--- config.mk ---
export PLATFORM = sky130hd
export DESIGN_NAME = nregister_pipe
export DESIGN_NICKNAME = d
export VERILOG_FILES = /design/src/rtl/nregister_pipe.sv
export SDC_FILE = /design/constraint.sdc
export NUM_CORES = 1
export LEC_CHECK = 0
export BUFFER_PORTS_ARGS = -buffer_cell sky130_fd_sc_hd__buf_4
export CORE_MARGIN = 1
export CORE_UTILIZATION = 50
export DETAILED_ROUTE_END_ITERATION = 8
export PLACE_DENSITY_LB_ADDON = 0.1
export SLEW_MARGIN = 10
export SYNTH_ARGS = -nofsm -noshare
export SYNTH_HDL_FRONTEND = slang
export SYNTH_SLANG_ARGS = --single-unit
--- constraint.sdc ---
create_clock -name clk -period 6.1 [get_ports clk]
set_clock_uncertainty 0.2 [all_clocks]
set_input_delay 0.61 -clock clk [delete_from_list [all_inputs] [get_ports clk]]
set_output_delay 0.61 -clock clk [all_outputs]
set_load 0.02 [all_outputs]
--- src/rtl/nregister_pipe.sv ---
// nregister_pipe: DEPTH-stage elastic register chain with valid/ready, bubble collapsing, flush and occupancy count.
// Define NREGISTER_PIPE_PARITY_EN to add per-stage even parity and the io_out_perr output.
module nregister_pipe #(
    parameter int WIDTH = 8,
    parameter int DEPTH = 4,
    parameter logic [WIDTH-1:0] RESET_VAL = '0
) (
    input  logic                           clk,
    input  logic                           reset,
    input  logic                           io_in_valid,
    output logic                           io_in_ready,
    input  logic [WIDTH-1:0]               io_in_bits,
    output logic                           io_out_valid,
    input  logic                           io_out_ready,
    output logic [WIDTH-1:0]               io_out_bits,
    input  logic                           io_flush,
`ifdef NREGISTER_PIPE_PARITY_EN
    output logic                           io_out_perr,
`endif
    output logic [$clog2(DEPTH+1)-1:0]     io_count
);
    localparam int CW = $clog2(DEPTH + 1);
    logic [DEPTH-1:0]            v_q, v_d, adv;
    logic [DEPTH-1:0][WIDTH-1:0] d_q, d_d;
    logic [CW-1:0]               cnt_q, cnt_d;
    logic                        in_hs, out_hs;
`ifdef NREGISTER_PIPE_PARITY_EN
    logic [DEPTH-1:0]            p_q, p_d;
`endif
    // a stage may move when it is empty, the next one is empty, or the next one is itself moving
    always_comb begin
        adv = '0;
        adv[DEPTH-1] = io_out_ready | ~v_q[DEPTH-1];
        for (int i = DEPTH - 2; i >= 0; i--)
            adv[i] = ~v_q[i] | ~v_q[i+1] | adv[i+1];
        io_in_ready = adv[0] & ~io_flush;
        in_hs = io_in_valid & io_in_ready;
        out_hs = v_q[DEPTH-1] & io_out_ready;
        v_d = v_q;
        d_d = d_q;
        v_d[0] = io_flush ? 1'b0 : adv[0] ? io_in_valid : v_q[0];
        d_d[0] = in_hs ? io_in_bits : d_q[0];
        for (int i = 1; i < DEPTH; i++) begin
            v_d[i] = io_flush ? 1'b0 : adv[i] ? v_q[i-1] : v_q[i];
            d_d[i] = (~io_flush & adv[i] & v_q[i-1]) ? d_q[i-1] : d_q[i];
        end
        cnt_d = io_flush ? '0 : cnt_q + CW'(in_hs) - CW'(out_hs);
    end
`ifdef NREGISTER_PIPE_PARITY_EN
    always_comb begin
        p_d = p_q;
        p_d[0] = in_hs ? ^io_in_bits : p_q[0];
        for (int i = 1; i < DEPTH; i++)
            p_d[i] = (~io_flush & adv[i] & v_q[i-1]) ? p_q[i-1] : p_q[i];
    end
    always_ff @(posedge clk or negedge reset) begin
        if (!reset)
            p_q <= {DEPTH{^RESET_VAL}};
        else
            p_q <= p_d;
    end
    assign io_out_perr = v_q[DEPTH-1] & (p_q[DEPTH-1] ^ (^d_q[DEPTH-1]));
`endif
    always_ff @(posedge clk or negedge reset) begin
        if (!reset) begin
            v_q   <= '0;
            d_q   <= {DEPTH{RESET_VAL}};
            cnt_q <= '0;
        end else begin
            v_q   <= v_d;
            d_q   <= d_d;
            cnt_q <= cnt_d;
        end
    end
    assign io_out_valid = v_q[DEPTH-1];
    assign io_out_bits  = d_q[DEPTH-1];
    assign io_count     = cnt_q;
endmodule

After elaboration in Yosys (flattened, before gate mapping)
Index checks and enable logic that the tools add are counted.

storage, ports and cells
  register bits after elaboration = 39
  output and inout port bits = 13
  logic and storage cells = 45

cells by class
  reduce and logical (&&, ||, !) cells = 4
  mux-type cells = 9
  add/sub/neg operators = 2
  bitwise operators = 21

operators with widths
  cell               count
  $and 1x1->1        9
  $mux 1             8
  $reduce_bool 2->1  4
  $or 1x1->1         7
  $not 1->1          5
  $add 3x1->3        1
  $mux 3             1
  $sub 3x1->3        1

Depth between registers and ports, before layout
Gate-level depths: netlist (run 1).

  depth after elaboration = 10
  depth in mapped cells = 11
  depth with buffers taken out = 10

Worst setup path after synthesis (run 1)
OpenSTA, ideal clock, no wires.

  path kind = input -> register
  start point = input io_out_ready
  end point = register cnt_q[2] (netlist: io_count[2])
  library setup time = 133 ps
  setup slack = 3403 ps
  required time = 5767 ps
  arrival = 2364 ps
  stages = 11
  path through = and4b_1 buf_6 a21oi_2 inv_1 ha_1 inv_1 ha_1 inv_1 fa_1 xnor2_1 nor2_1

on the way
  word-level cells in the longest chain between the ends = 9
  elaborated cells on any way between the ends = 10

RTL lines
  item                     RTL line  source
  start: declaration       14        input logic io_out_ready,
  $or 1x1->1               33        adv[DEPTH-1] = io_out_ready | ~v_q[DEPTH-1];
  $or 1x1->1 (3 in a row)  35        adv[i] = ~v_q[i] | ~v_q[i+1] | adv[i+1];
  $and 1x1->1              36        io_in_ready = adv[0] & ~io_flush;
  $and 1x1->1              37        in_hs = io_in_valid & io_in_ready;
  $add 3x1->3              47        cnt_d = io_flush ? '0 : cnt_q + CW'(in_hs) - CW'(out_hs);
  $sub 3x1->3 (*)          47
  $mux 3 (*)               47
  via cnt_d[2]             25        logic [CW-1:0] cnt_q, cnt_d;
  end signal: assignment   72        cnt_q <= cnt_d;
  end: declaration         25

The timed path passes the listed nets; every way through them passes the cells marked *.
A chain may end at the register's enable or synchronous reset.

Worst setup path in the final report (run 1)
  start point = register v_q[2]
  end point = register cnt_q[2] (netlist: io_count[2])

on the way
  word-level cells in the longest chain between the ends = 10
  elaborated cells on any way between the ends = 11

RTL lines
  item                         RTL line  source
  start: declaration           23        logic [DEPTH-1:0] v_q, v_d, adv;
  start signal: assignment     70        v_q <= v_d;
  $not 1->1 (*)                35
  $or 1x1->1 (2 in a row)      35
  $or 1x1->1 (*) (2 in a row)  35
  $and 1x1->1 (*)              36
  $and 1x1->1 (*)              37
  $add 3x1->3 (*)              47
  $sub 3x1->3 (*)              47
  $mux 3 (*)                   47
  via cnt_d[2]                 25

Marks and branches as above.

==> impl_metrics.ini, run 1 <==
[die]
fp.dieW_um = 59.56
initial_utilization = 0.5339
coreArea_um2 = 3103
num_rows = 20
die_y_um = 59.56
num_io_pins = 26
die_area_um2 = 3547

[synthesis]
syn_inst = 112
synth_ff_type = dfrtp_1
ys_seq_area_frac = 0.5891
synth.area.top_cells = dfrtp_1 (59%), mux2_2 (16%), mux2_4 (7.3%)
synth_common_cells = dfrtp_1 (39), mux2_2 (24), buf_4 (8), mux2_4 (8), nor2_1 (8)
synth_top_cell_area_share = 0.5891
synth_edf_count = 0
synth_top_area_cell = dfrtp_1
ys_types = 23
yosysMostFrequentCell = dfrtp_1
netlist_area_um2 = 1657
ys_warn_count = 0
postSynthAreaPerCell_um2 = 14.79
synth_nets = 128
ys_ff_latch = 39
synth-async-reset-ratio = 1.000

[clock_network]
path_clk_slew_ps = 110
numCtsBuffers = 5
cts_num_sinks = 39
cts_setup_buffers = 0
cts_tree = yes
root_buffer = clkbuf_4
hold_buffers = 0
htreeDepth = 2
clk_path_buf_depth = 2
cts_resized = 0
clock_latency_ps = 330

[place]
pre_cts_ws_ps = 3192
hpwlAfterDp_mm = 1.619
gp_congestion = 0.6702
numPortBuffers = 25

[power]
p_leak_nw = 0.9138
powerDensity_nw_per_um2 = 343.0
vdd_drop_max_uv = 141.4

[critical_path]
cp_slowest_stage_delay_ps = 430
critPathSlowestCell = dfrtp_1
reg2reg_slack_ps = 3500
crit_required_ps = 6130
path_common_cell = inv_1
r2r-start = v_q[2]$_DFFE_PN0P_
reg2reg_depth = 10
regToRegEndpoint = io_count[2]$_DFF_PN0_
cp_cell_sequence = and4b_1 > a21oi_2 > inv_1 > ha_1 > inv_1 > ha_1 > inv_1 > fa_1 > xnor2_1 > nor2_1
path_class = reg2reg
path_max_fanout = 9
cp.arrival_ps = 2640
cp-end-kind = register
startpoint_type = register

[route]
wl_per_cell_um = 13.09
vias = 846
ant_nets = 0
drc = 0
wl_mm = 2.317
via_per_inst = 4.780
drtPass1Iterations = 3
drt_iter0_drc = 26

[global_routing]
grt_max_degree = 40
grt-ovfl-total = 0
grt_pass1_wl_mm = 3.912
grt_pass1_vias = 835
antenna_found_initial = 0
grtUsageTotal = 0.1593

[worst_hold_path]
holdCritPathClass = in2async

[finish]
final_layout_size_suffix_gt1_frac = 0.4962
fin_nets = 148
antenna_cells = 0
syn_to_final_growth_pct = 12.16

[timing]
setup_tns_ps = 0
finalWorstPathRequiredPeriod_ps = 2604
fmax_ghz = 0.3840
worst_hold_slack_ps = 16.84
relSlewSlack = 0.4827
worst_pin_slew_ps = 772.6
setup_viol = 0
hold_viol_final = 0
setup_ws_ps = 3496
rsz0062_at_grt = false
period_share = 0.4269
drv_slew = 0

[flow_run]
maxCapViolCount = 0

[run_status]
outcome = finished clean
[worst max-delay path by stage]
stage                            start               endpoint  slack [ps]  depth (start not counted)
detailed placement        io_out_ready  io_count[2]$_DFF_PN0_        3190                         11
global placement          io_out_ready  io_count[2]$_DFF_PN0_        3240                         11
floorplan                 io_out_ready  io_count[2]$_DFF_PN0_        3400                         11
finish              v_q[2]$_DFFE_PN0P_  io_count[2]$_DFF_PN0_        3500                         10
global route        v_q[2]$_DFFE_PN0P_  io_count[2]$_DFF_PN0_        3300                         10
CTS                 v_q[2]$_DFFE_PN0P_  io_count[2]$_DFF_PN0_        3460                         10
[cells in the final DEF, fill, tap and decap left out, drive strengths merged]
cell,n
a211o,1
a21oi,4
and2,1
and2b,1
and4b,1
buf,25
clkbuf,7
clkinv,1
dfrtp,39
fa,1
ha,2
inv,4
mux2,32
nand2b,1
nor2,8
nor2b,1
nor3b,1
or3b,1
xnor2,1
xor2,1
[logic make-up (layout without fill, tap and decap cells)]
| logic type | count (synthesis) | in the layout | share of synthesized area |
|---|---|---|---|
| compound gates | 5 | 5 | 0.02039 |
| xor+xnor | 2 | 2 | 0.01058 |
| fa+ha+maj | 3 | 3 | 0.02719 |
| buf+inv | 16 | 37 | 0.06419 |
| flops | 39 | 39 | 0.5891 |
| mux | 32 | 32 | 0.2357 |
| simple gates | 15 | 15 | 0.05288 |
[worst max-delay path, delay by kind of cell (launching register included)]
family	cells	cell delay, ps
adder cells (fa/ha/maj)	3	800
flip-flops	1	430
AO/OA/AOI/OAI	1	420
AND/OR/NAND/NOR	2	310
buffers and inverters	3	200
XOR/XNOR	1	160
[sequential cells by signal (all words and copies together) (netlist names)]
| signal | count |
|---|---|
| io_count | 3 |
| d_q | 24 |
| v_q | 4 |
| io_out_bits | 8 |
[metrics by stage]
step / util / cells / cell area [um^2] / power [mW]
6_report: 0.5988 / 177 / 1858 / 0.6372
5_1_grt: 0.5988 / 177 / 1858 / 0.6757
4_1_cts: 0.5988 / 177 / 1858 / 0.6452
3_5_place_dp: 0.5827 / 169 / 1808 / 0.5244
3_3_place_gp: 0.5827 / 169 / 1808 / 0.5178
2_1_floorplan: - / 112 / 1657 / 0.4900
[area by class of cell]
class | count | area (um^2)
clock buffer | 7 | 45.04
clock inverter | 1 | 5.005
fill | 273 | 1245
inverter | 4 | 15.01
multi-input combinational | 57 | 574.3
sequential | 39 | 975.9
tap | 44 | 55.05
timing repair buffer | 25 | 187.7
[where the power goes]
| part | leakage [nW] | internal (mW) | switching [mW] | total (mW) |
|---|---|---|---|---|
| registers | 0.485 | 0.325 | 0.0345 | 0.360 |
| clock network | 0.0293 | 0.0449 | 0.0760 | 0.121 |
| logic | 0.399 | 0.0935 | 0.0629 | 0.156 |
[per-layer routing]
| metal | vias to the layer above | GRT usage | routed length (um) |
|---|---|---|---|
| li1 | 411 | - | - |
| met1 | 407 | 0.2009 | 1080 |
| met2 | 21 | 0.2456 | 1069 |
| met3 | 7 | 0.05895 | 124 |
| met4 | 0 | 0.06977 | 43 |
| met5 | - | 0 | 0 |
(Power assumes the default switching activity.)
==> run 2: changes to the inputs <==
clock period = 2.7 ns   (was 6.1 ns; I/O delays follow)
==> run 2 against run 1 <==
- first-iteration DRC count rose by 12%
- core utilization up 5.5 points
- via count rose by 12%
- clock-buffer cell count fell by 1
- power rose by 150%
- sequential power is 130% higher
- sequential cell count unchanged
- wire length up 14%
- register-to-register slack worse by 3100 ps
- cell count rose by 7.9%
- global-route usage is 1.8 points higher
- non-clock buffer count rose by 14
- largest power group unchanged
==> impl_metrics.ini, run 2 (same netlist as run 1, synthesis figures left out) <==
[finish]
antenna_cells = 0
mostFrequentLayoutCell = dfrtp_1
fin_nets = 162
syn_to_final_growth_pct = 22.51
largest_register_ffs = 24
top_register = d_q
layout_common_cells = dfrtp_1 (39), buf_4 (27), mux2_2 (24)
fill_cells = 263
final_layout_size_suffix_gt1_frac = 0.4762
layout.cells.non_filler = 191
design_area_um2 = 2029

[clock_network]
cts_setup_buffers = 0
clk_path_buf_depth = 2
cts_num_sinks = 39
numCtsBuffers = 5
clock_latency_ps = 340
path_clk_slew_ps = 110
root_buffer = clkbuf_4
htreeDepth = 2
cts_tree = yes

[place]
place_inst = 171
place_area_um2 = 1823
numPortBuffers = 25
pre_cts_ws_ps = 373.3
gp_congestion = 0.7609
hpwlAfterDp_mm = 1.766

[route]
drtPass1Iterations = 4
vias = 945
ant_nets = 0
drc = 0
wl_mm = 2.650
via_per_inst = 4.948
drt_iter0_drc = 29
wl_per_cell_um = 13.87

[global_routing]
grt_pass1_wl_mm = 4.374
antenna_found_initial = 0
grt_max_degree = 40
grt-ovfl-total = 0
grtUsageTotal = 0.1774
grt_pass1_vias = 950

[critical_path]
path_class = in2reg
cp.arrival_ps = 2450
regToRegEndpoint = io_count[2]$_DFF_PN0_
reg2reg_depth = 10
cp_slowest_stage_delay_ps = 540
startpoint_type = input port
crit_required_ps = 2740
cp-end-kind = register
reg2reg_slack_ps = 350
r2r-start = v_q[1]$_DFFE_PN0P_
cp_cell_sequence = dlygate4sd3_1 > buf_4 > nand2b_1 > a21oi_2 > inv_1 > ha_1 > inv_1 > ha_1 > inv_1 > fa_1 > xnor2_1 > nor2_1
startpoint = io_flush
path_common_cell = inv_1
crit_end = io_count[2]$_DFF_PN0_
path_max_fanout = 12
critPathSlowestCell = dlygate4sd3_1

[die]
num_io_pins = 26
num_rows = 20
die_y_um = 59.56
die_area_um2 = 3547
fp.dieW_um = 59.56
initial_utilization = 0.5339
coreArea_um2 = 3103

[timing]
relSlewSlack = 0.6446
fmax_ghz = 0.4145
setup_viol = 0
setup_ws_ps = 287.4
setup_tns_ps = 0
worst_pin_slew_ps = 533.1
drv_slew = 0
period_share = 0.8936
hold_viol_final = 0
finalWorstPathRequiredPeriod_ps = 2413
rsz0062_at_grt = false

[power]
vdd_drop_max_uv = 353.1
p_leak_nw = 0.9948
powerDensity_nw_per_um2 = 784.7

[worst_hold_path]
holdCritPathClass = in2async

[flow_run]
maxCapViolCount = 0

[run_status]
outcome = finished clean
-- run 2: cell count changes in the layout (fill, tap and decap cells not counted), sizes merged --
cell and delta:
buf +2, clkbuf -1, bufinv +1, dlygate4sd3 +12
-- run 2: layout make-up --
class,instances,area (um^2),area share
inverter,4,15.01,0.007398
timing repair buffer,39,322.8,0.1591
clock inverter,2,35.03,0.01726
tap,44,55.05,0.02713
sequential,39,975.9,0.4809
clock buffer,6,51.30,0.02528
multi-input combinational,57,574.3,0.2830
-- run 2: stage by stage --
step	power [mW]	hold WS (ps)	util
5_1_grt	1.683	244.6	0.6540
4_1_cts	1.614	224.7	0.6540
3_5_place_dp	1.196	59.74	0.5875
3_3_place_gp	1.171	57.42	0.5875
2_1_floorplan	1.107	-225.6	-
6_report	1.592	224.7	0.6540
-- run 2: worst min-delay path by stage --
stage / start / to / slack [ps]
after global routing: reset / d_q[10]$_DFFE_PN0P_ / 240
after detailed placement: reset / d_q[19]$_DFFE_PN0P_ / 60
after floorplan: reset / d_q[0]$_DFFE_PN0N_ / -230
final: reset / d_q[19]$_DFFE_PN0P_ / 220
after global placement: reset / io_out_bits[2]$_DFFE_PN0P_ / 60
after CTS: reset / d_q[19]$_DFFE_PN0P_ / 220
-- run 2: what timing repair did --
item,CTS,global route
endpoints found under the hold margin,54,0
hold buffers,12,0
resized for setup,0,0
-- run 2: where the power goes --
part           total, mW  internal, mW  switching (mW)
Clock              0.401         0.219           0.182
Sequential         0.815         0.735          0.0803
Combinational      0.376         0.224           0.152
-- run 2: worst max-delay path, delay by kind of cell --
family                     cells  cell delay [ps]
xor gates and xnor gates       1              160
and+or+nand+nor                2              210
AOI/OAI and AO/OA              1              140
adders and majority gates      3              780
buffers and inverters          5              890
-- run 2: per-layer routing --
layer	GRT usage	routed length, um	vias up
met3	0.07424	138	9
li1	-	-	440
met4	0.07641	58	0
met1	0.2080	1120	466
met5	0	0	-
met2	0.2857	1333	30
==> run 3: changes to the inputs <==
==> constraint.sdc (replaced) <==
create_clock -name clk -period 2.7 [get_ports clk]
set_clock_uncertainty 0.2 [all_clocks]
set_input_delay 0.405 -clock clk [delete_from_list [all_inputs] [get_ports clk]]
set_output_delay 0.405 -clock clk [all_outputs]
set_load 0.02 [all_outputs]
==> run 3 against run 2 <==
- die area unchanged
- fmax grew 3.9%
- cell count decreased by 5.8%
- power down 9.6%
- clock power is 33% lower
- sequential power hardly changed
- sequential share of layout area grew 3.7 points
- cell area decreased by 7.2%
- worst setup slack better by 90 ps
- critical path type is now reg2reg
- largest cell class unchanged
- highest routed layer unchanged
==> impl_metrics.ini, run 3 (same netlist as run 1, synthesis figures left out) <==
[finish]
layout_common_cells = dfrtp_1 (39), buf_4 (27), mux2_2 (24)
syn_to_final_growth_pct = 13.67
final_layout_size_suffix_gt1_frac = 0.5000
mostFrequentLayoutCell = dfrtp_1
fin_nets = 151
antenna_cells = 0
largest_register_ffs = 24
top_register = d_q

[die]
die_area_um2 = 3547
num_rows = 20
num_io_pins = 26
coreArea_um2 = 3103
initial_utilization = 0.5339
fp.dieW_um = 59.56
die_y_um = 59.56

[route]
wl_per_cell_um = 13.24
drc = 0
vias = 896
via_per_inst = 4.978
drt_iter0_drc = 9
ant_nets = 0
drtPass1Iterations = 3
wl_mm = 2.383

[clock_network]
numCtsBuffers = 5
cts_resized = 0
htreeDepth = 2
clock_latency_ps = 320
cts_tree = yes
root_buffer = clkbuf_4
cts_num_sinks = 39
clk_path_buf_depth = 2
path_clk_slew_ps = 100
cts_setup_buffers = 0

[critical_path]
regToRegEndpoint = io_count[2]$_DFF_PN0_
crit_required_ps = 2720
cp-end-kind = register
path_max_fanout = 5
cp.arrival_ps = 2340
crit_end = io_count[2]$_DFF_PN0_
startpoint = v_q[2]$_DFFE_PN0P_
reg2reg_slack_ps = 380
startpoint_type = register
path_class = reg2reg
reg2reg_depth = 10
r2r-start = v_q[2]$_DFFE_PN0P_

[power]
p_leak_nw = 0.9285
vdd_drop_max_uv = 317.4
power_mw = 1.440
powerDensity_nw_per_um2 = 764.7

[timing]
fmax_ghz = 0.4306
setup_viol = 0
period_share = 0.8602
rsz0062_at_grt = false
setup_tns_ps = 0
relSlewSlack = 0.6279
worst_pin_slew_ps = 558.1
finalWorstPathRequiredPeriod_ps = 2323
drv_slew = 0
hold_viol_final = 0

[global_routing]
grt-ovfl-total = 0
grt_pass1_vias = 873
antenna_found_initial = 0
grt_pass1_wl_mm = 4.043
grt_max_degree = 40
grtUsageTotal = 0.1633

[place]
numPortBuffers = 25
gp_congestion = 0.7149
hpwlAfterDp_mm = 1.674

[run_status]
outcome = finished clean

[worst_hold_path]
holdCritPathClass = in2reg
min-delay-start = io_in_bits[1]

[flow_run]
maxCapViolCount = 0
run 3: power breakdown:
part	internal [mW]	switching, mW	leakage [nW]
combinational	0.213	0.145	0.414
sequential	0.735	0.0770	0.485
clock	0.102	0.168	0.0293
total	1.05	0.390	0.929
run 3: area by class of cell:
class	instances	area [um^2]
fillers	270	1220
inverters	4	15.01
well taps	44	55.05
clock inverters	1	5.005
repair buffers	28	212.7
multi-input cells	57	574.3
clock buffers	7	45.04
flip-flops and latches	39	975.9
run 3: worst min-delay path by stage:
| stage | endpoint | slack, ps | cells after the start |
|---|---|---|---|
| after floorplan | d_q[0]$_DFFE_PN0N_ | -90 | 0 |
| after global placement | io_out_bits[2]$_DFFE_PN0P_ | 200 | 1 |
| after detailed placement | io_out_bits[2]$_DFFE_PN0P_ | 200 | 1 |
| after CTS | d_q[1]$_DFFE_PN0N_ | 80 | 2 |
| after global routing | d_q[6]$_DFFE_PN0N_ | 80 | 2 |
| final | d_q[1]$_DFFE_PN0N_ | 100 | 2 |
run 3: metal layers:
layer	routed length, um	GRT usage	vias up
li1	-	-	414
met1	1101	0.2055	454
met2	1125	0.2488	22
met3	98	0.04148	6
met4	57	0.1096	0
met5	0	0	-
run 3: timing repair:
item / in CTS / in global routing
endpoints found under the hold margin: 39 / 0
endpoints found under the setup margin: 0 / 0
hold buffers: 1 / 0
run 3: worst max-delay path, cell delays in order (launching register included):
cell and delay (ps):
dfrtp_1 440, and4b_1 260, a21oi_2 160, inv_1 60, ha_1 280, inv_1 60
ha_1 130, inv_1 50, fa_1 370, xnor2_1 160, nor2_1 60
run 3: through the flow:
| stage | setup slack, ps | cells | hold slack (ps) | util | area (um^2) |
|---|---|---|---|---|---|
| global placement | 379.6 | 171 | 195.8 | 0.5875 | 1823 |
| finish | 377.4 | 180 | 104.0 | 0.6069 | 1883 |
| global route | 242.5 | 180 | 78.16 | 0.6069 | 1883 |
| CTS | 374.3 | 180 | 84.22 | 0.6069 | 1883 |
| floorplan | 135.2 | 112 | -90.59 | - | 1657 |
| detailed placement | 325.9 | 171 | 197.3 | 0.5875 | 1823 |
